[config.mk]
export PLATFORM = sky130hd
export DESIGN_NAME = mem_ctrl
export DESIGN_NICKNAME = d
export VERILOG_FILES = /design/src/rtl/mem_ctrl_pkg.sv /design/src/rtl/mem_ctrl.sv
export SDC_FILE = /design/constraint.sdc
export NUM_CORES = 1
export LEC_CHECK = 0
export BUFFER_PORTS_ARGS = -buffer_cell sky130_fd_sc_hd__buf_2
export CAP_MARGIN = 20
export CORE_MARGIN = 8
export CORE_UTILIZATION = 51
export DETAILED_ROUTE_END_ITERATION = 6
export PLACE_DENSITY = 0.8
export SLEW_MARGIN = 20
export SYNTH_ARGS = -nofsm -noshare
export SYNTH_HDL_FRONTEND = slang
export SYNTH_SLANG_ARGS = --single-unit
[constraint.sdc]
create_clock -name clk -period 3.15 [get_ports clk]
set_input_delay 0.1575 -clock clk [delete_from_list [all_inputs] [get_ports clk]]
set_output_delay 0.1575 -clock clk [all_outputs]
set_load 0.01 [all_outputs]
[src/rtl/mem_ctrl_pkg.sv]
// Shared types and constants for the memory controller: FSM states,
// data access width encodings and the IO region selector.
package mem_ctrl_pkg;

  typedef enum logic [1:0] {
    IDLE   = 2'd0,
    IFETCH = 2'd1,
    DREAD  = 2'd2,
    DWRITE = 2'd3
  } state_e;

  localparam logic [1:0] WIDTH_B = 2'b00;
  localparam logic [1:0] WIDTH_H = 2'b01;
  localparam logic [1:0] WIDTH_W = 2'b10;

  localparam logic [1:0] IO_BASE_HI = 2'b11;

  localparam int unsigned CNT_W = 3;

  // Illegal width 2'b11 is treated as a word.
  function automatic logic [CNT_W-1:0] width_to_bytes(input logic [1:0] width);
    case (width)
      WIDTH_B: return CNT_W'(1);
      WIDTH_H: return CNT_W'(2);
      WIDTH_W: return CNT_W'(4);
      default: return CNT_W'(4);
    endcase
  endfunction

endpackage

[src/rtl/mem_ctrl.sv]
// Arbitrates the icache byte-fetch port and the load/store data port onto a
// byte-wide, 1-cycle-latency RAM/IO bus; data accesses move one byte per cycle.
module mem_ctrl #(
  parameter logic [1:0] IO_BASE_HI = mem_ctrl_pkg::IO_BASE_HI
) (
  input  logic        clk,
  input  logic        rst,
  input  logic        memory_get_en,
  input  logic [16:0] memory_addr,
  output logic        memory_out_en,
  output logic [7:0]  memory_content,
  input  logic        data_req_en,
  input  logic        data_we,
  input  logic [1:0]  data_width,
  input  logic [31:0] data_addr,
  input  logic [31:0] data_wdata,
  output logic        data_done,
  output logic [31:0] data_rdata,
  input  logic        io_buffer_full,
  input  logic [7:0]  mem_din,
  output logic [7:0]  mem_dout,
  output logic [31:0] mem_a,
  output logic        mem_wr
);
  import mem_ctrl_pkg::*;

  state_e           state;
  logic [31:0]      addr_q;
  logic [31:0]      wdata_q;
  logic [CNT_W-1:0] nbytes_q;
  logic [CNT_W-1:0] issue_q;
  logic [CNT_W-1:0] recv_q;

  logic             data_win_c;
  logic             fetch_sel_c;
  logic             issuing_c;
  logic             stall_c;
  logic [31:0]      cur_addr_c;

  assign memory_content = mem_din;

  // Bus drive: icache address while fetching, current data byte otherwise.
  always_comb begin
    data_win_c  = data_req_en && !data_done;
    fetch_sel_c = (state == IFETCH) || (state == IDLE && !data_win_c && memory_get_en);
    issuing_c   = issue_q < nbytes_q;
    cur_addr_c  = addr_q + 32'(issue_q);
    stall_c     = (state == DWRITE) && (cur_addr_c[17:16] == IO_BASE_HI) && io_buffer_full;
    mem_a       = '0;
    mem_wr      = 1'b0;
    mem_dout    = '0;
    if (rst) begin
      mem_a = '0;
    end else if (fetch_sel_c) begin
      mem_a = {15'b0, memory_addr};
    end else if (state == DREAD && issuing_c) begin
      mem_a = cur_addr_c;
    end else if (state == DWRITE) begin
      mem_a    = cur_addr_c;
      mem_wr   = !stall_c;
      mem_dout = 8'(wdata_q >> {issue_q, 3'b000});
    end
  end

  always_ff @(posedge clk) begin
    if (rst) begin
      state         <= IDLE;
      addr_q        <= '0;
      wdata_q       <= '0;
      nbytes_q      <= '0;
      issue_q       <= '0;
      recv_q        <= '0;
      memory_out_en <= 1'b0;
      data_done     <= 1'b0;
      data_rdata    <= '0;
    end else begin
      memory_out_en <= 1'b0;
      data_done     <= 1'b0;
      unique case (state)
        IDLE: begin
          if (data_win_c) begin
            state    <= data_we ? DWRITE : DREAD;
            addr_q   <= data_addr;
            wdata_q  <= data_wdata;
            nbytes_q <= width_to_bytes(data_width);
            issue_q  <= '0;
            recv_q   <= '0;
            if (!data_we) data_rdata <= '0;
          end else if (memory_get_en) begin
            state         <= IFETCH;
            memory_out_en <= 1'b1;
          end
        end
        IFETCH: begin
          if (memory_get_en) memory_out_en <= 1'b1;
          else               state         <= IDLE;
        end
        // Issue and capture overlap: byte k lands one cycle after its issue.
        DREAD: begin
          if (issuing_c) issue_q <= issue_q + CNT_W'(1);
          if (recv_q < issue_q) begin
            data_rdata <= data_rdata | (32'(mem_din) << {recv_q, 3'b000});
            recv_q     <= recv_q + CNT_W'(1);
            if (recv_q == nbytes_q - CNT_W'(1)) begin
              data_done <= 1'b1;
              state     <= IDLE;
            end
          end
        end
        DWRITE: begin
          if (!stall_c) begin
            issue_q <= issue_q + CNT_W'(1);
            if (issue_q == nbytes_q - CNT_W'(1)) begin
              data_done <= 1'b1;
              state     <= IDLE;
            end
          end
        end
        default: state <= IDLE;
      endcase
    end
  end

endmodule

* After elaboration in Yosys (flattened, before gate mapping)
Index checks and enable logic that the tools add are counted.
** Word-level totals
- Register bits :: 109
- Input bits :: 97
- Memories kept :: 0
- Bits in writable memories :: 0
- Output and inout bits :: 83
- Bits in latches :: 0
- Bits in read-only memories :: 0
** Cells by class
- Equal/unequal tests :: 16
- $mul :: 0
- Reduce and logical (&&, ||, !) cells :: 19
- Mux-type cells :: 40
- Shift-type cells :: 2
- $add $sub $neg :: 4
- Divide/modulo/power cells :: 0
- Magnitude comparators :: 2
- Bitwise logic cells :: 1
** Operators with widths (count)
- two-way mux 32 bit :: 7
- one-hot mux 32 bit (2 select lines) :: 1
- adder 32 x 3 -> 32 bit :: 1
- two-way mux 8 bit :: 4
- OR 32 bit :: 1
- left shift 8 x 6 -> 32 bit :: 1
- right shift 32 x 6 -> 8 bit :: 1
- two-way mux 2 bit :: 7
- two-way mux 3 bit :: 4
- one-hot mux 3 bit (2 select lines) :: 2
- two-way mux 1 bit :: 11
- inequality test 2 bit, second input constant :: 5
- one-hot mux 3 bit (3 select lines) :: 1
- one-hot mux 2 bit (4 select lines) :: 1
- AND reduction 4 bit :: 2
- adder 3 x 1 -> 3 bit, second input constant :: 2
- equality test 2 bit, second input constant :: 3
- equality test 3 bit :: 2
- logical AND 1 bit :: 6
- less-than comparator 3 bit :: 2
- inequality test 2 x 1 -> 1 bit, second input constant :: 3
- AND reduction 6 bit :: 1
- equality test 2 x 1 -> 1 bit, second input constant :: 2
- zero test 2 bit :: 2
- 9 further kinds :: 12

* Depth between registers and ports, before layout
Gate-level depths: netlist of run 1.
- Word-level depth :: 9
- Mapped depth :: 10
- Depth with buffers taken out :: 9

* Worst setup path after synthesis of run 1
OpenSTA, ideal clock, no wires.
- Path type :: flip-flop to output port
- Start point :: register issue_q[1]
- End point :: output mem_a[28]
- Path buffers :: 1
- Data arrival time :: 2667 ps
- Path slack :: 326 ps
- Stages on the path, launching flop included :: 10
- Cells stage by stage :: dfxtp_1 > clkbuf_1 > inv_1 > fa_1 > nand2b_1 > a21o_2 > or4_4 > nor4_1 > xnor2_1 > nor2_1
** On the way
- Longest elaborated chain between the ends :: 5
** RTL lines
- start, declared :: RTL line mem_ctrl.sv:31 : logic [CNT_W-1:0] issue_q;
- start signal, assigned :: RTL line mem_ctrl.sv:100 : if (issuing_c) issue_q <= issue_q + CNT_W'(1);
- start signal, assigned :: RTL line mem_ctrl.sv:112 : issue_q <= issue_q + CNT_W'(1);
- adder 32 x 3 -> 32 bit / less-than comparator 3 bit (equally long branches) :: RTL line mem_ctrl.sv:47, mem_ctrl.sv:46
- two-way mux 32 bit / logical AND 1 bit (equally long branches) :: RTL line mem_ctrl.sv:58, mem_ctrl.sv:56
- two-way mux 32 bit (*) :: RTL line mem_ctrl.sv:56 : end else if (state == DREAD && issuing_c) begin
- two-way mux 32 bit (*) :: RTL line mem_ctrl.sv:54 : end else if (fetch_sel_c) begin
- two-way mux 32 bit (*) :: RTL line mem_ctrl.sv:52 : if (rst) begin
- end, declared :: RTL line mem_ctrl.sv:22 : output logic [31:0] mem_a,
Every way passes the cells marked *; elsewhere a longest branch is shown, timed or not.

* Worst setup path in the final report of run 1
- Start point :: register issue_q[0]
- End point :: output mem_a[28]
The elaborated chain is that of the path after synthesis.

==> results of run 1 <==
-- power by group through the flow --
stage	sequential (mW)	combinational, mW	clock, mW
3_5_place_dp	1.75	1.39	0
3_3_place_gp	1.74	1.36	0
2_1_floorplan	1.73	1.00	0
5_1_grt	1.75	1.57	0.894
4_1_cts	1.72	1.40	0.842
6_report	1.72	1.40	0.814
-- per-layer routing --
layer  up-vias  part of all wire [%]  wire (um)
li1       2677                     -          -
met1      2438                    44       6530
met2       147                    48       7200
met3        20                   6.4        955
met4         0                   1.7        249
met5         -                     0          0
-- worst register-to-register path, delay by kind of cell, from the launching register on --
family | cells | cell delay (ps)
flops | 1 | 390
mux | 1 | 330
simple gates | 3 | 1080
fa+ha+maj | 1 | 410
compound gates | 2 | 350
-- through the flow --
step	hold slack (ps)	total power, mW	util (%)	cell area, um^2	setup slack [ps]
4_1_cts	0.371	3.96	62.7	6710	15.9
5_1_grt	4.31	4.21	63.2	6770	19.0
3_3_place_gp	399	3.11	60.5	6470	465
6_report	12.7	3.93	63.2	6770	149
2_1_floorplan	291	2.73	-	5540	326
3_5_place_dp	404	3.14	60.5	6470	430
-- final cells by class --
class / instances / area [um^2] / share of cell area, %
clock buffer: 9 / 124 / 1.83
sequential: 109 / 2180 / 32.3
inverter: 20 / 75.1 / 1.11
timing repair buffer: 195 / 1030 / 15.2
tap: 140 / 175 / 2.59
clock inverter: 7 / 67.6 / 0.999
multi-input combinational: 527 / 3110 / 46.0
-- flip-flops by register name, indices dropped and copies added (netlist names) --
register,flops
addr_q,32
data_rdata,32
wdata_q,32
issue_q,3
nbytes_q,3
recv_q,3
state,2
data_done,1
memory_out_en,1
-- logic make-up (layout without fill, tap and decap cells) --
group	count (synthesis)	after routing	synth area share [%]
fa+ha+maj	17	17	3.98
compound gates	144	144	15.1
simple gates	317	317	26.0
flops	109	109	39.4
mux	13	13	4.25
buf+inv	70	231	5.54
xor+xnor	36	36	5.70
-- cells in the mapped netlist, types with 8 or more instances --
library cell / n
xor2_1: 8
nor2b_1: 20
a22oi_1: 12
clkbuf_1: 34
nor2_1: 74
a21oi_1: 112
mux4_2: 8
nand2_1: 154
nor3_1: 10
nand3_1: 15
buf_4: 8
inv_1: 19
xnor2_1: 28
dfxtp_1: 109
ha_1: 16
-- cell usage in the layout (no fill, tap or decap), types with 8 or more instances in the layout --
| master | instances |
|---|---|
| nor2_1 | 74 |
| buf_4 | 10 |
| inv_1 | 19 |
| xnor2_1 | 28 |
| mux4_2 | 8 |
| a21oi_1 | 111 |
| dfxtp_1 | 109 |
| clkbuf_8 | 9 |
| nor2b_1 | 20 |
| buf_2 | 179 |
| a22oi_1 | 12 |
| nand3_1 | 15 |
| nand2_1 | 153 |
| ha_1 | 15 |
| xor2_1 | 8 |
| nor3_1 | 10 |
-- timing repair --
action | in CTS | in global routing
setup endpoints to repair | 0 | 5
hold endpoints to repair | 5 | 1
hold buffers | 5 | 1
gates resized for setup | 0 | 9
-- worst paths after layout --
kind / startpoint / end / slack [ps] / cells past startpoint
worst max-delay path: issue_q[0]$_SDFFE_PP0P_ / mem_a[28] / 150 / 10
worst max register to register: issue_q[2]$_SDFFE_PP0P_ / issue_q[0]$_SDFFE_PP0P_ / 480 / 7
worst min register to register: wdata_q[21]$_SDFFE_PP0P_ / wdata_q[21]$_SDFFE_PP0P_ / 460 / 2
worst min-delay path: data_wdata[22] / wdata_q[22]$_SDFFE_PP0P_ / 10 / 3
==> metrics.md, run 1 <==
| Metric | Value |
|---|---|
| Maximum number of pins on one net before global-route repair | 78 |
| Vias after detailed routing | 5,282 |
| Maximum Capacitance Violations | 0 |
| Cell-by-cell trace of the critical path | ha_2, inv_1, fa_1, nand2b_4, a21o_4, or4_4, nor4_4, xnor2_1, nor2_1, buf_2 |
| Total Routing Usage GR | 20.0% |
| Part of the total power dissipated in sequential elements | 43.8% |
| Count of antenna-violating nets left after detailed routing | 0 |
| Number of placement rows | 38 |
| Cells after Synth | just over 700 |
| Worst-case headroom to the max-slew limit | 49.6% |
| Yosys cell types | between 50 and 60 |
| Gr ovfl total | 0 |
| Die Wd | 120 um |
| I/O pin cnt | 180 |
| Post-Route Setup TNS | 0 ps |
| Proportion of register bits with asynchronous set or reset after synthesis | 0% |
| Power per Cell Area | a little under 600 nW/um^2 |
| Cells taking the most area after synthesis | dfxtp_1 39%, nand2_1 10%, a21oi_1 10% |
| CP top delay family | simple AND/OR/NAND/NOR gates |
| Highest-delay cell along the critical path | or4_4 |
| Number of warnings printed during yosys synthesis | 0 |
| Slew @ Worst Pin | about 760 ps |
| Number of filler instances in the final layout | 1,041 |
| Number of global-route vias before repair | approximately 5,000 |
| Synthesized net count | 820 |
| DR iter-0 viols | 344 |
| Post-CTS setup buffer count | 0 |
| Setup repair after global routing missed its margin | false |
| Max-slew violations | 0 |
| Post-route clock period utilization | 95.3% |
| Met2 track demand over resource in global routing | 34.4% |
| Height of the chip | 120 um |
| Met3 Track Usage GR | under 10% |
| Clk_lat worst skew | 370 ps |
| CP Capture Type | output pin |
| DP Wirelength | approximately 11,000 um |
| Time the worst path needs with I/O delays and setup | 3000 ps |
| Mean instance size in the synthesized netlist | 7.84 um^2 |
| Psw | 1.48 mW |
| Worst path buffer plus inverter count | 2 |
| First-pass GRT wire length | between 20,000 and 25,000 um |
| Area Growth Syn to Fin | 22.2% |
| Number of antenna violations at the first check in global routing | 0 |
| Number of H-tree levels | 3 |
| Gpl congestion | just over 0.8 |
| Number of design rule violations left after detail routing | 0 |
| Layout Skew | ~17 ps |
| Clock Tree Root | clkbuf_8 |
| Peak VDD IR | 0.000312 V |
| Category of the most critical setup path | register to output pin |
| Critical path peak fanout | 6 |
| Arrival @ worst endpoint | 2840 ps |
| Leakage component of the power | 2.92 nW |
| Total clock buffers created by CTS | 9 |
| Achievable frequency | 0.333 GHz |
| Fraction of layout instances using a drive strength above 1 | 27.5% |
| Ant. Diodes | 0 |
| CTS clk-pin slew, worst paths | approximately 110 ps |
| Leading area contributor after synthesis | dfxtp_1 |
| Number of enable-type register cells in the synthesized netlist | 0 |
| Area of the die | 14,400 um^2 |
| Initial core utilization | about 52% |
| Final number of setup-violating endpoints | 0 |
| Std-Cell Core Area | 10,700 um^2 |
| Startpoint type of the worst setup path | register |
| Final wirelength | roughly 15,000 um |
| Logic gate share of total power | 35.5% |
| Number of sinks handled by clock tree synthesis | ~110 |
| Wirelength per Cell | 14.8 um |
| Flip-flop and latch count after synthesis | 109 |
| Pre-Repair DR Iteration Count | 5 |
| Status | completed |
| Switching share of power | 37.6% |
| Number of nets in the finished design | 976 |
| TritonCTS clock tree | yes |
| Longest individual stage delay on the worst path | 530 ps |
| Synth top area share | 39.4% |
| Routed via count divided by cell count | roughly 5.2 |
| Hold Vio Cnt, Final | 0 |
| Global routing usage on met1 | 24.3% |
| Seq/Total Area, Yosys | 39.4% |
| Path type of the worst min-delay path | input pin to register |
| Required time worst endpoint | roughly 3000 ps |
| Int Power | 2.45 mW |
| Number of buffers between clock root and the deepest sink | 2 |
| Count of input and output buffers | around 180 |
| Mapped cell area | between 5000 and 6000 um^2 |
| Clock power share | 20.7% |
| Total placed cells including tap cells | slightly below 1,000 |
| Post-synth top flop | dfxtp_1 |
| Number of non-filler instances in the completed layout | ~1,000 |
| Most crowded layer after global routing | met2 |
(Power assumes the default switching activity.)
==> run 2, diff against run 1 <==
Clock period 3.15 ns to 3.1 ns, I/O delays scaled along.
==> run 2 against run 1 <==
Routed wire length rose by 1.5%; via count up 0.70%; die area unchanged; cell count up 1.5%; flip-flop and latch count did not move; power up 3.8%; register-to-register slack got worse by 60 ps; global-route usage rose by 0.091 points; first-iteration DRC count grew 2.9%; clock power is 7.5% higher; clock skew is 2.0 ps lower; largest power group unchanged.
==> metrics.md, run 2 (synthesis results as in run 1) <==
| Metric | Value |
|---|---|
| Placement-stage worst setup slack | 350 ps (-80.4 ps) |
| Ant. Diodes | 0 (unchanged) |
| Layout Skew | 15.1 ps (-2.01 ps) |
| Post-Route Setup TNS | 0 ps (unchanged) |
| Number of nets in the finished design | 991 (+1.5%) |
| Most frequent standard cell in the layout excluding fill and tap cells | buf_2 |
| Highest-delay cell along the critical path | or3b_1 |
| Final hold slack | 4.47 ps (-8.19 ps) |
| Total placed cells including tap cells | 985 (unchanged) |
| First-pass GRT wire length | 24,300 um (+1.3%) |
| Pre-Repair DR Iteration Count | 4 (-1) |
| Total Routing Usage GR | 20.1% (+0.091 points) |
| Peak VDD IR | 0.000303 V (-2.8%) |
| Gr ovfl total | 0 (unchanged) |
| Final number of setup-violating endpoints | 0 (unchanged) |
| Path type of the worst min-delay path | input pin to register |
| Time the worst path needs with I/O delays and setup | 3010 ps |
| Sequential cell area in the final layout | 2180 um^2 (about the same) |
| PnR worst setup slack | 92.8 ps (-56.2 ps) |
| Gpl congestion | 0.810 (-0.81%) |
| Achievable frequency | 0.333 GHz |
| Status | completed |
| Area Growth Syn to Fin | 25.9% |
| Most frequent cells in the layout | 179 x buf_2, 153 x nand2_1, 112 x a21oi_1 |
| Number of sinks handled by clock tree synthesis | 109 (unchanged) |
| Hold Vio Cnt, Final | 0 (unchanged) |
| Area of the die | 14,400 um^2 (unchanged) |
| Vias after detailed routing | 5,319 (+0.70%) |
| Leakage component of the power | 3.01 nW (+3.1%) |
| End-of-flow core utilization | 65.1% (+1.9 points) |
| Number of filler instances in the final layout | 965 (-7.3%) |
| Number of H-tree levels | 3 (unchanged) |
| Wirelength per Cell | 14.8 um (about the same) |
| Maximum number of pins on one net before global-route repair | 56 (-28%) |
| Maximum Capacitance Violations | 0 (unchanged) |
| Routed via count divided by cell count | 5.20 (-0.78%) |
| Longest individual stage delay on the worst path | 530 ps (about the same) |
| Die Wd | 120 um (unchanged) |
| Std-Cell Core Area | 10,700 um^2 (unchanged) |
| Final wirelength | 15,200 um (+1.5%) |
| Count of input and output buffers | 179 (unchanged) |
| Post-layout power | 4.08 mW (+3.8%) |
| Fraction of layout instances using a drive strength above 1 | 27.4% (about the same) |
| I/O pin cnt | 180 (unchanged) |
| Number of non-filler instances in the completed layout | 1,022 (+1.5%) |
| Origin of the worst setup path | issue_q[2]$_SDFFE_PP0P_ |
| Initial core utilization | 51.7% (unchanged) |
| Setup repair after global routing missed its margin | false |
| Cell-by-cell trace of the critical path | ha_2, nor2_1, or3b_1, a21o_1, a211oi_4, o2111a_1, buf_2 |
| Worst-case headroom to the max-slew limit | 52.2% (+2.6 points) |
| Post-route clock period utilization | 97.0% |
| DP Wirelength | 11,000 um (about the same) |
| Area of placed instances | 6490 um^2 (+0.39%) |
| CTS clk-pin slew, worst paths | 120 ps (about the same) |
| Height of the chip | 120 um (unchanged) |
| Number of placement rows | 38 (unchanged) |
| Number of global-route vias before repair | 5,163 (+2.1%) |
| Registers with the most flip-flops | addr_q: 32 flops, data_rdata: 32 flops, wdata_q: 32 flops |
| CP Capture Type | output pin |
| Arrival @ worst endpoint | 2850 ps (about the same) |
| Required time worst endpoint | 2940 ps (-50 ps) |
| Startpoint type of the worst setup path | register |
| Count of antenna-violating nets left after detailed routing | 0 (unchanged) |
| DR iter-0 viols | 354 (+2.9%) |
| Number of buffers between clock root and the deepest sink | 2 (unchanged) |
| Power per Cell Area | 586 nW/um^2 (+0.77%) |
| Reg-to-Reg Start | issue_q[2]$_SDFFE_PP0P_ |
| Critical path peak fanout | 7 (+1) |
| Final design area excluding fillers | 6970 um^2 (+3.0%) |
| Combined area of the multi-input logic cells | 3120 um^2 (+0.24%) |
| Number of antenna violations at the first check in global routing | 0 (unchanged) |
| Total clock buffers created by CTS | 9 (unchanged) |
| Max-slew violations | 0 (unchanged) |
| TritonCTS clock tree | yes |
| Slew @ Worst Pin | 717 ps (-39.4 ps) |
| Clk_lat worst skew | 370 ps (about the same) |
| Beginning of the worst hold path | data_addr[19] |
| Number of design rule violations left after detail routing | 0 (unchanged) |
| Clock Tree Root | clkbuf_8 |
| Category of the most critical setup path | register to output pin |
-- run 2: cell types whose count changed in the layout (fill, tap and decap cells not counted), moves of 2 or more --
cell           before  now
clkinvlp_4          3    0
buf_12              0    2
clkinv_8            1    3
dlygate4sd3_1       6   20
-- run 2: critical path: cells and delay by family (launching register included) --
kind | cells | cell delay, ps
buf+inv | 1 | 150
flops | 1 | 400
fa+ha+maj | 1 | 420
simple gates | 2 | 600
compound gates | 3 | 910
-- run 2: per-layer routing --
metal	global-route usage (%)	share of wire [%]
met5	0	0
met3	4.15	5.9
met2	34.7	48
met4	6.32	1.3
met1	24.6	44
-- run 2: where the power goes --
part           switching (mW)  total (mW)  internal (mW)
Sequential              0.147        1.75           1.60
Combinational           0.846        1.46          0.613
Clock                   0.547       0.875          0.329
-- run 2: worst paths after layout --
path,endpoint,slack (ps),cells after the start
worst max-delay path,mem_wr,90,7
worst min-delay path,addr_q[19]$_SDFFE_PP0P_,4,3
worst max register to register,issue_q[0]$_SDFFE_PP0P_,420,7
worst min register to register,wdata_q[19]$_SDFFE_PP0P_,460,2
-- run 2: final cells by class --
type                    count  share of cell area [%]
multi-input cells         527                    44.7
flip-flops and latches    109                    31.3
repair buffers            210                    17.3
well taps                 140                    2.51
clock buffers               9                    1.78
clock inverters             7                    1.27
inverters                  20                    1.08
-- run 2: repair_timing --
item,4_1_cts,5_1_grt
pin swaps,0,2
endpoints found under the hold margin,20,0
hold buffers,20,0
buffers inserted,0,1
gates resized for setup,4,7
endpoints found under the setup margin,2,8
==> run 3, diff against run 2 <==
Settings changed: HOLD_SLACK_MARGIN set to 0.1.
==> run 3 against run 2 <==
Sequential power is essentially flat; sequential share of layout area shrank 2.0 points; die area is the same.
==> metrics.md, run 3 (synthesis results as in run 1) <==
| Metric | Value |
|---|---|
| Count of input and output buffers | 179 (unchanged) |
| Number of global-route vias before repair | 5,521 (+6.9%) |
| Psw | 1.57 mW (+1.8%) |
| Registers with the most flip-flops | addr_q: 32 flops, data_rdata: 32 flops, wdata_q: 32 flops |
| Number of filler instances in the final layout | 884 (-8.4%) |
| Post-route clock period utilization | 96.2% (-0.82 points) |
| Hold Vio Cnt, Final | 0 (unchanged) |
| Number of nets in the finished design | 1,038 (+4.7%) |
| Initial core utilization | 51.7% (unchanged) |
| Total clock buffers created by CTS | 9 (unchanged) |
| Sequential cell area in the final layout | 2180 um^2 (unchanged) |
| Clock Tree Root | clkbuf_8 |
| Pre-Repair DR Iteration Count | 7 (+3) |
| Number of cells traversed by the worst hold path | 4 (+1) |
| Number of cells on the critical path | 10 (+3) |
| Beginning of the worst hold path | mem_din[6] |
| Height of the chip | 120 um (unchanged) |
| TritonCTS clock tree | yes |
| Power per Cell Area | 557 nW/um^2 (-4.9%) |
| Part of the total power dissipated in sequential elements | 42.2% (-0.6 points) |
| Switching share of power | 37.8% (+0.053 points) |
| CP Capture Type | output pin |
| Number of non-filler instances in the completed layout | 1,070 (+4.7%) |
| Maximum number of pins on one net before global-route repair | 56 (unchanged) |
| Vias after detailed routing | 5,599 (+5.3%) |
| Longest individual stage delay on the worst path | 590 ps (+60 ps) |
| Peak VDD IR | 0.000305 V (+0.50%) |
| Final number of setup-violating endpoints | 0 (unchanged) |
| Time the worst path needs with I/O delays and setup | 2980 ps (-25.4 ps) |
| Number of H-tree levels | 3 (unchanged) |
| DR iter-0 viols | 371 (+4.8%) |
| Number of antenna violations at the first check in global routing | 1 (+1) |
| Std-Cell Core Area | 10,700 um^2 (unchanged) |
| Number of buffers between clock root and the deepest sink | 2 (unchanged) |
| Area of the die | 14,400 um^2 (unchanged) |
| Wirelength per Cell | 15.4 um (+3.8%) |
| Most frequent standard cell in the layout excluding fill and tap cells | buf_2 |
| Fraction of layout instances using a drive strength above 1 | 26.3% (-1.2 points) |
| Achievable frequency | 0.335 GHz (+0.85%) |
| Final hold slack | 238 ps (+233 ps) |
| Setup repair after global routing missed its margin | false |
| CP top delay family | simple AND/OR/NAND/NOR gates |
| Origin of the worst setup path | addr_q[0]$_SDFFE_PP0P_ |
| Critical path peak fanout | 6 (-1) |
| Combined area of the multi-input logic cells | 3120 um^2 (+0.16%) |
| Post-layout power | 4.15 mW (+1.6%) |
| Most frequent cells in the layout | 179 x buf_2, 153 x nand2_1, 112 x a21oi_1 |
| Number of sinks handled by clock tree synthesis | 109 (unchanged) |
| Number of placement rows | 38 (unchanged) |
| Slew @ Worst Pin | 714 ps (-2.94 ps) |
| Category of the most critical setup path | register to output pin |
| Maximum Capacitance Violations | 0 (unchanged) |
| Total Routing Usage GR | 21.9% (+1.8 points) |
| Area Growth Syn to Fin | 34.5% |
| Worst-case headroom to the max-slew limit | 52.4% (+0.20 points) |
| DP Wirelength | 11,000 um (unchanged) |
| Final wirelength | 16,500 um (+8.6%) |
| Path type of the worst min-delay path | input pin to register |
| Gpl congestion | 0.810 (unchanged) |
| I/O pin cnt | 180 (unchanged) |
| Clk_lat worst skew | 370 ps (about the same) |
| Gr ovfl total | 0 (unchanged) |
| Routed via count divided by cell count | 5.23 (+0.54%) |
| Total placed cells including tap cells | 985 (unchanged) |
| Int Power | 2.58 mW (+1.5%) |
| Arrival @ worst endpoint | 2830 ps (-20 ps) |
| Required time worst endpoint | 2940 ps (about the same) |
| Layout Skew | 18.7 ps (+3.63 ps) |
| Highest-delay cell along the critical path | or4_4 |
| First-pass GRT wire length | 26,300 um (+8.1%) |
| Cell-by-cell trace of the critical path | ha_2, inv_1, fa_2, nand2b_4, a21o_4, or4_4, nor4_4, xnor2_1, nor2_1, buf_2 |
| Max-slew violations | 0 (unchanged) |
| Leakage component of the power | 3.20 nW (+6.6%) |
| Die Wd | 120 um (unchanged) |
| Clock power share | 21.2% (-0.2 points) |
| Startpoint type of the worst setup path | register |
| Logic gate share of total power | 36.6% (+0.9 points) |
| Post-Route Setup TNS | 0 ps (unchanged) |
| Logic depth of the worst register-to-register path | 7 (unchanged) |
| Reg-to-Reg Start | issue_q[2]$_SDFFE_PP0P_ |
| Worst path buffer plus inverter count | 2 (+1) |
| Count of antenna-violating nets left after detailed routing | 0 (unchanged) |
| Status | completed |
| CTS clk-pin slew, worst paths | 120 ps (about the same) |
| Number of design rule violations left after detail routing | 0 (unchanged) |
## run 3: cell types whose count changed in the layout (fill, tap and decap cells not counted), sizes merged
| cell | delta |
|---|---|
| dlygate4sd3 | +47 |
| diode | +1 |
## run 3: worst register-to-register path, cell delays in order, from the launching register on
cell and delay [ps]:
dfxtp_1 410, ha_2 430, nor2_1 70, or3b_4 450, nor4_1 460, a211oi_4 110
o21ai_2 230, mux2_4 320
## run 3: timing repair
action	4_1_cts	5_1_grt
pin swaps	0	2
resized for setup	4	9
setup buffers	0	1
hold endpoints to repair	68	0
setup endpoints to repair	2	10
hold buffers	67	0
## run 3: final timing paths
kind	to	slack, ps
min reg2reg	wdata_q[22]$_SDFFE_PP0P_	460
max reg2reg	issue_q[0]$_SDFFE_PP0P_	510
max	mem_a[28]	120
min	data_rdata[14]$_SDFFE_PP0P_	240
## run 3: final cells by class
type                       count  area share [%]
clock inverter                 7            1.19
antenna                        1          0.0336
clock buffer                   9            1.66
sequential                   109            29.3
inverter                      20            1.01
timing repair buffer         257            22.5
multi-input combinational    527            41.9
tap                          140            2.35
## run 3: routing by layer
metal / track usage, % / share of wire, %
met4: 9.06 / 2.2
met5: 0 / 0
met2: 38.1 / 50
met1: 25.9 / 42
met3: 4.48 / 5.9
## run 3: power by group through the flow
stage	clock network, mW	registers, mW	logic (mW)
2_1_floorplan	0	1.76	1.02
3_3_place_gp	0	1.77	1.41
3_5_place_dp	0	1.78	1.43
4_1_cts	0.905	1.75	1.51
5_1_grt	0.963	1.78	1.68
6_report	0.880	1.75	1.52
## run 3: stage by stage
stage / setup WS (ps) / utilization [%] / area, um^2
after floorplan: 278 / - / 5540
after global placement: 412 / 60.7 / 6490
after detailed placement: 350 / 60.7 / 6490
after CTS: 22.4 / 69.2 / 7400
after global routing: 10.4 / 69.6 / 7450
final: 118 / 69.6 / 7450
